File: src/rtl/fetch_unit_if.sv
// Fetch-unit bus bundle: instruction-memory request/response, decode handoff and redirect.
// Handshakes: a transfer happens on a rising clk edge where valid (imem_req / inst_valid) and
// ready (imem_gnt / inst_ready) are both 1; imem_rvalid is an unconditioned one-cycle strobe.
interface fetch_unit_if;
    logic        redirect_valid;
    logic [31:0] redirect_pc;
    logic        imem_req;
    logic [31:0] imem_addr;
    logic        imem_gnt;
    logic        imem_rvalid;
    logic [31:0] imem_rdata;
    logic        inst_valid;
    logic [31:0] inst;
    logic [31:0] inst_pc;
    logic        inst_fault;
    logic        inst_ready;

    modport master (
        input  redirect_valid, redirect_pc,
        output imem_req, imem_addr,
        input  imem_gnt, imem_rvalid, imem_rdata,
        output inst_valid, inst, inst_pc, inst_fault,
        input  inst_ready
    );

    modport slave (
        output redirect_valid, redirect_pc,
        input  imem_req, imem_addr,
        output imem_gnt, imem_rvalid, imem_rdata,
        input  inst_valid, inst, inst_pc, inst_fault,
        output inst_ready
    );
endinterface

File: src/rtl/fetch_unit.sv
// Single-outstanding instruction fetch: request, wait for data, hold word for decode.
// Redirects reload the PC from any state; an in-flight stale response is dropped.
module fetch_unit #(
    parameter logic [31:0] RESET_PC = 32'h0000_0000
) (
    input  logic         clk,
    input  logic         rst,
    fetch_unit_if.master bus,
    output logic [1:0]   dbg_state
);

    typedef enum logic [1:0] {
        S_REQ  = 2'd0,
        S_WAIT = 2'd1,
        S_OUT  = 2'd2
    } state_t;

    state_t      state_q;
    logic [31:0] pc_q;
    logic [31:0] req_pc_q;
    logic        drop_q;
    logic [31:0] inst_q;
    logic [31:0] inst_pc_q;
    logic        fault_q;
    logic        aligned;

    assign aligned = (pc_q[1:0] == 2'b00);

    always_ff @(posedge clk or posedge rst) begin
        if (rst) begin
            state_q   <= S_REQ;
            pc_q      <= RESET_PC;
            req_pc_q  <= 32'h0;
            drop_q    <= 1'b0;
            inst_q    <= 32'h0;
            inst_pc_q <= 32'h0;
            fault_q   <= 1'b0;
        end else begin
            case (state_q)
                S_REQ: begin
                    if (aligned) begin
                        if (bus.imem_gnt) begin
                            req_pc_q <= pc_q;
                            pc_q     <= pc_q + 32'd4;
                            drop_q   <= bus.redirect_valid;
                            state_q  <= S_WAIT;
                        end
                    end else if (!bus.redirect_valid) begin
                        // A redirect arriving with a misaligned PC supersedes the fault token.
                        inst_q    <= 32'h0;
                        inst_pc_q <= pc_q;
                        fault_q   <= 1'b1;
                        state_q   <= S_OUT;
                    end
                end
                S_WAIT: begin
                    if (bus.imem_rvalid) begin
                        if (drop_q || bus.redirect_valid) begin
                            drop_q  <= 1'b0;
                            state_q <= S_REQ;
                        end else begin
                            inst_q    <= bus.imem_rdata;
                            inst_pc_q <= req_pc_q;
                            fault_q   <= 1'b0;
                            state_q   <= S_OUT;
                        end
                    end else if (bus.redirect_valid) begin
                        drop_q <= 1'b1;
                    end
                end
                S_OUT: begin
                    if (bus.redirect_valid || bus.inst_ready) begin
                        state_q <= S_REQ;
                    end
                end
                default: state_q <= S_REQ;
            endcase
            // Redirect overrides the sequential increment from the grant path above.
            if (bus.redirect_valid) begin
                pc_q <= bus.redirect_pc;
            end
        end
    end

    assign bus.imem_req   = (state_q == S_REQ) && aligned;
    assign bus.imem_addr  = pc_q;
    assign bus.inst_valid = (state_q == S_OUT);
    assign bus.inst       = inst_q;
    assign bus.inst_pc    = inst_pc_q;
    assign bus.inst_fault = fault_q;
    assign dbg_state      = state_q;

endmodule

File: src/flat_wrapper.sv
// flat-port wrapper written by rule: the top's interface ports become plain ports
module fetch_unit_flat 
#(
    parameter logic [31:0] RESET_PC = 32'h0000_0000
)
  (clk, rst, dbg_state, bus_redirect_valid, bus_redirect_pc, bus_imem_req, bus_imem_addr, bus_imem_gnt, bus_imem_rvalid, bus_imem_rdata, bus_inst_valid, bus_inst, bus_inst_pc, bus_inst_fault, bus_inst_ready);
  fetch_unit_if bus_i ();
  input  logic clk;
  input  logic rst;
  output logic [1:0] dbg_state;
  input wire logic [$bits(bus_i.redirect_valid)-1:0] bus_redirect_valid;
  input wire logic [$bits(bus_i.redirect_pc)-1:0] bus_redirect_pc;
  output wire logic [$bits(bus_i.imem_req)-1:0] bus_imem_req;
  output wire logic [$bits(bus_i.imem_addr)-1:0] bus_imem_addr;
  input wire logic [$bits(bus_i.imem_gnt)-1:0] bus_imem_gnt;
  input wire logic [$bits(bus_i.imem_rvalid)-1:0] bus_imem_rvalid;
  input wire logic [$bits(bus_i.imem_rdata)-1:0] bus_imem_rdata;
  output wire logic [$bits(bus_i.inst_valid)-1:0] bus_inst_valid;
  output wire logic [$bits(bus_i.inst)-1:0] bus_inst;
  output wire logic [$bits(bus_i.inst_pc)-1:0] bus_inst_pc;
  output wire logic [$bits(bus_i.inst_fault)-1:0] bus_inst_fault;
  input wire logic [$bits(bus_i.inst_ready)-1:0] bus_inst_ready;
  assign bus_i.redirect_valid = bus_redirect_valid;
  assign bus_i.redirect_pc = bus_redirect_pc;
  assign bus_imem_req = bus_i.imem_req;
  assign bus_imem_addr = bus_i.imem_addr;
  assign bus_i.imem_gnt = bus_imem_gnt;
  assign bus_i.imem_rvalid = bus_imem_rvalid;
  assign bus_i.imem_rdata = bus_imem_rdata;
  assign bus_inst_valid = bus_i.inst_valid;
  assign bus_inst = bus_i.inst;
  assign bus_inst_pc = bus_i.inst_pc;
  assign bus_inst_fault = bus_i.inst_fault;
  assign bus_i.inst_ready = bus_inst_ready;
  fetch_unit #(.RESET_PC(RESET_PC)) u_core (.clk(clk), .rst(rst), .bus(bus_i), .dbg_state(dbg_state));
endmodule
File: config.mk
export PLATFORM = sky130hd
export DESIGN_NAME = fetch_unit_flat
export DESIGN_NICKNAME = d
export VERILOG_FILES = /design/src/rtl/fetch_unit_if.sv /design/src/rtl/fetch_unit.sv /design/src/flat_wrapper.sv
export SDC_FILE = /design/constraint.sdc
export NUM_CORES = 1
export LEC_CHECK = 0
export CORE_MARGIN = 1
export CORE_UTILIZATION = 48
export DETAILED_ROUTE_END_ITERATION = 12
export PLACE_DENSITY = 0.8
export SETUP_SLACK_MARGIN = 0.02
export SYNTH_ARGS = -nofsm -noshare
export SYNTH_HDL_FRONTEND = slang
export SYNTH_SLANG_ARGS = --single-unit
export TNS_END_PERCENT = 100
File: constraint.sdc
create_clock -name clk -period 4.75 [get_ports clk]
set_input_delay 0.475 -clock clk [delete_from_list [all_inputs] [get_ports clk]]
set_output_delay 0.475 -clock clk [all_outputs]
set_load 0.02 [all_outputs]
After elaboration in Yosys (flattened, before gate mapping)
Cells that the tools add are included.
- bits in registers: 132
- latch bits: 0
- bits in writable memories: 0
- memory bits (read-only): 0
- input port bits: 70
- output and inout port bits: 101
- memories kept: 0
- add/sub/neg operators: 1
- multipliers: 0
- divide/modulo/power cells: 0
- magnitude comparators: 0
- eq/ne operators: 13
- shift operators: 0
- mux-type cells: 32
- bitwise operators: 0
- reductions and logical operators: 14
- operators with widths (operator ; count):
    $mux 32 ; 12
    $pmux 32 s2 ; 2
    $add 32x3->32 const B ; 1
    $mux 2 ; 6
    $ne 2x2->1 const B ; 5
    $reduce_and 5->1 ; 2
    $mux 1 ; 9
    $reduce_bool 2->1 ; 4
    $ne 3x2->1 const B ; 2
    $ne 3x3->1 const B ; 2
    $pmux 2 s3 ; 1
    $reduce_and 3->1 ; 2
    $logic_not 2->1 ; 2
    $ne 2x1->1 const B ; 2
    $pmux 1 s2 ; 2
    $reduce_and 4->1 ; 1
    $eq 2x1->1 const B ; 1
    $eq 2x2->1 const B ; 1
    $logic_or 1x1->1 ; 2
    $logic_and 1x1->1 ; 1

Logic depth before layout (Yosys ltp)
- depth in word-level cells: 5
- mapped depth: 9
- depth with buffers taken out: 5

Worst setup path before layout
No wires, ideal clock.
- path type: reg2reg
- start point: register u_core.state_q[1] (netlist: u_core.dbg_state[1])
- end point: register u_core.pc_q[24] (netlist: u_core.bus.imem_addr[24])
- data arrival time: 2.193 ns
- required time: 4.663 ns
- slack: 2.471 ns
- cell stages (with the launch flop): 7
- path through: dfrtp_1 > buf_6 > or4_4 > buf_6 > or4_4 > or4_1 > o211ai_1
- longest elaborated chain between the ends: 3
- ends and longest elaborated chain (element ; line ; text):
    start, declared ; fetch_unit.sv:18 ; state_t state_q;
    start signal, assigned ; fetch_unit.sv:31 ; state_q <= S_REQ;
    start signal, assigned ; fetch_unit.sv:46 ; state_q <= S_WAIT;
    start signal, assigned ; fetch_unit.sv:53 ; state_q <= S_OUT;
    $logic_not 2->1 ; fetch_unit.sv:39 ; case (state_q)
    $reduce_bool 2->1 (no line) ; -- ;
    $reduce_and 3->1 (no line) ; -- ;
    end signal, assigned ; fetch_unit.sv:44 ; pc_q <= pc_q + 32'd4;
    end signal, assigned ; fetch_unit.sv:80 ; pc_q <= bus.redirect_pc;
    end, declared ; fetch_unit.sv:19 ; logic [31:0] pc_q;
Every way passes these cells.
A chain may end at the register's enable or synchronous reset.

Final worst setup path
- start point: register u_core.state_q[1] (netlist: u_core.dbg_state[1])
- end point: output bus_imem_req
- longest elaborated chain between the ends: 2
- ends and longest elaborated chain (element ; line ; text):
    $logic_not 2->1 ; fetch_unit.sv:85 ; assign bus.imem_req = (state_q == S_REQ) && aligned;
    $logic_and 1x1->1 ; fetch_unit.sv:85 ;
    end, declared ; flat_wrapper.sv:13 ; output wire logic [$bits(bus_i.imem_req)-1:0] bus_imem_req;
Every way passes these cells.

==> flow_summary.toml <==
[status]
run_status = "completed"

[global_routing]
met2_usage_pct = 42.8
grt_pass1_vias = 5277
gr-usage-all-layers_pct = 26.4
grt.busiest_layer = "met2"
gr-total-overflow = 0
grt_use_met1_pct = 34.5
antenna_found_initial = 0
grt_max_degree = 104
grt_pass1_wl_mm = 26.6
grt_use_met3_pct = 6.75

[placed_design]
gp_congestion = 0.842
io_buffers = 170
placed_cell_area_um2 = 7780
hpwlAfterDp_mm = 11.3

[power_and_ir_drop]
power.internal_w = 0.00270
p_sw_w = 0.00122
total_power_w = 0.00392
clock_power_share_pct = 30.7
combPwrFrac_pct = 28.2
seqPwrFrac_pct = 41.0
switching_share_pct = 31.1
power_density_nw_per_um2 = 471
power_leakage_nw = 3.56
max-vdd-ir-drop_mv = 0.254

[hold_path]
min_path_type = "flop to flop"

[sta]
fin_crit_ps = 2920
fin_crit_sh_pct = 61.4
slew_violations = 0
setup_viol = 0
fin_skew_ps = 11.0
finalHoldViolations = 0
maxSlewHeadroom_pct = 33.7
whs_ps = 462
worst_pin_slew_ps = 994
rsz0062_at_grt = "no"
clock.fmax_mhz = 343
fin_tns_setup_ps = 0

[layout]
final-seq-area_um2 = 3300
fill_cells = 967
areaGrowthSynthToFinish_pct = 38.7
final_common_cell = "clkdlybuf4s50_1"
final_core_util_pct = 68.7
diodes = 0
stdcell_area_um2 = 8330
nets = 853
final_cell_mix = "clkdlybuf4s50_1, nand2_1, dfrtp_1"
multi_input_area_um2 = 2480
drive_gt1_share_pct = 8.22

[clock_network]
cts_made_buffers = 17
htreeDepth = 4
post_cts_resize_count = 0
cts_post_setup_buffers_inserted = 0
clkLatencyLatePin_ps = 410
hold_buffers = 0
path_clk_slew_ps = 50
root_buffer = "clkbuf_16"
cts_tree = "built"
cts_sinks = 132
clockBufferDepth = 2

[synth]
postSynthCellCount = 635
yosysSeqAreaShare_pct = 55.0
syn_nets = 706
yosysWarningCount = 0
synth_top_flop_cell = "dfrtp_1"
async_reset_ff_share_pct = 100
synth-edff-count = 0
synth_cell_types = 49
ys_ff_latch = 132
avgSynthCellArea_um2 = 9.46
syn-cell-area_um2 = 6000

[drt]
first_pass_iters = 5
drc = 0
drt_first_iter_violations = 415
routed_wl_mm = 16.4
vias = 5447
via_per_inst = 5.68
ant_nets = 0
wire_per_inst_um = 17.1

[floorplan]
row_count = 40
ioPinCount = 171
initial_utilization_pct = 49.6
fp.dieH_um = 114
die_w_um = 114
coreArea_um2 = 12100
die_area_um2 = 13000

[worst_setup_path]
crit_path_end_kind = "output pin"
startpoint = "u_core.dbg_state[1]$_DFFE_PP0P_"
worstPathArrival_ps = 2440
required_ps = 4280
cp_max_fo = 11
r2r-end = "u_core.req_pc_q[30]$_DFFE_PP0P_"
reg2reg_setup_slack_ps = 2140
criticalPathCategory = "flop to output pin"
worstSetupEndpoint = "bus_imem_req"
r2r_cells = 4
r2r-start = "u_core.dbg_state[1]$_DFFE_PP0P_"
cp-start-kind = "flop"

[flow_run]
drv_cap = 0
-- power by group through the flow --
stage	logic, W	registers [W]	clock network [W]
6_report	0.00111	0.00161	0.00120
5_1_grt	0.00120	0.00164	0.00128
4_1_cts	0.00111	0.00161	0.00122
3_5_place_dp	0.00111	0.00162	0
3_3_place_gp	0.00108	0.00160	0
2_1_floorplan	0.000422	0.00177	0
-- synth_stat cells (2+ instances only) --
cell      number  share of area (%)
nor2_1        51                3.2
a21oi_1        3               0.25
inv_1          8               0.50
dfrtp_1      132                 55
or3_1          5               0.52
o211ai_1       6               0.75
nor2b_1        4               0.42
o21ai_1        2               0.17
or4_4          3               0.56
o31ai_1       12                1.5
and2_1         4               0.42
nor4_1         2               0.21
a31oi_1       46                4.8
mux2_1         7                1.3
buf_6          3               0.56
nand4_1       11                1.1
o21ai_0       16                1.3
clkbuf_1      35                2.2
nand2_1      157                9.8
nand3_1       47                3.9
xor2_1         6               0.88
mux2_2        20                3.8
buf_1          9               0.56
and3_1         2               0.21
or4_1         19                2.4
and4_1         2               0.29
-- registers in the layout (all words and copies together), names as in the netlist --
register	count
u_core.bus.inst_pc	32
u_core.bus.inst	32
u_core.dbg_state	2
u_core.drop_q	1
u_core.bus.imem_addr	32
u_core.req_pc_q	32
u_core.bus.inst_fault	1
-- how the worst min path moves through the flow --
stage | cells past startpoint | from | to
global route | 2 | u_core.bus.inst[30]$_DFFE_PP0P_ | u_core.bus.inst[30]$_DFFE_PP0P_
global placement | 2 | u_core.bus.inst[9]$_DFFE_PP0P_ | u_core.bus.inst[9]$_DFFE_PP0P_
CTS | 2 | u_core.bus.inst[21]$_DFFE_PP0P_ | u_core.bus.inst[21]$_DFFE_PP0P_
detailed placement | 2 | u_core.bus.inst[21]$_DFFE_PP0P_ | u_core.bus.inst[21]$_DFFE_PP0P_
finish | 2 | u_core.bus.inst[4]$_DFFE_PP0P_ | u_core.bus.inst[4]$_DFFE_PP0P_
floorplan | 2 | u_core.req_pc_q[11]$_DFFE_PP0P_ | u_core.req_pc_q[11]$_DFFE_PP0P_
-- routing by layer --
metal,share of wire [%],vias up
li1,-,2518
met1,43,2653
met2,47,252
met3,7.9,24
met4,1.7,0
met5,0,-
-- cell type report --
class / count / share of cell area [%]
inverter: 10 / 0.511
sequential: 132 / 39.7
clock buffer: 23 / 5.86
timing repair buffer: 176 / 21.0
multi-input combinational: 445 / 29.8
clock inverter: 5 / 0.631
tap: 168 / 2.52
-- cell families (layout without fill, tap and decap cells) --
kind of cell | Yosys count | count (layout) | share of synthesized area, %
XOR/XNOR | 7 | 7 | 1.02
AO/OA/AOI/OAI | 94 | 94 | 10.1
multiplexers | 28 | 28 | 5.23
AND/OR/NAND/NOR | 315 | 315 | 24.4
adder cells (fa/ha/maj) | 1 | 1 | 0.208
flip-flops | 132 | 132 | 55.0
buffers and inverters | 58 | 214 | 4.02
-- per-stage QoR --
stage / setup WS [ps] / instances
final: 1830 / 959
after floorplan: 749 / 635
after CTS: 1820 / 959
after global placement: 1860 / 931
after detailed placement: 1710 / 931
after global routing: 1740 / 959
-- worst max-delay path: stages (launching register included) --
cell,delay [ps]
dfrtp_1,520
or4_4,600
inv_2,230
clkdlybuf4s50_1,690
No activity file was read; power rests on OpenSTA's default activity.
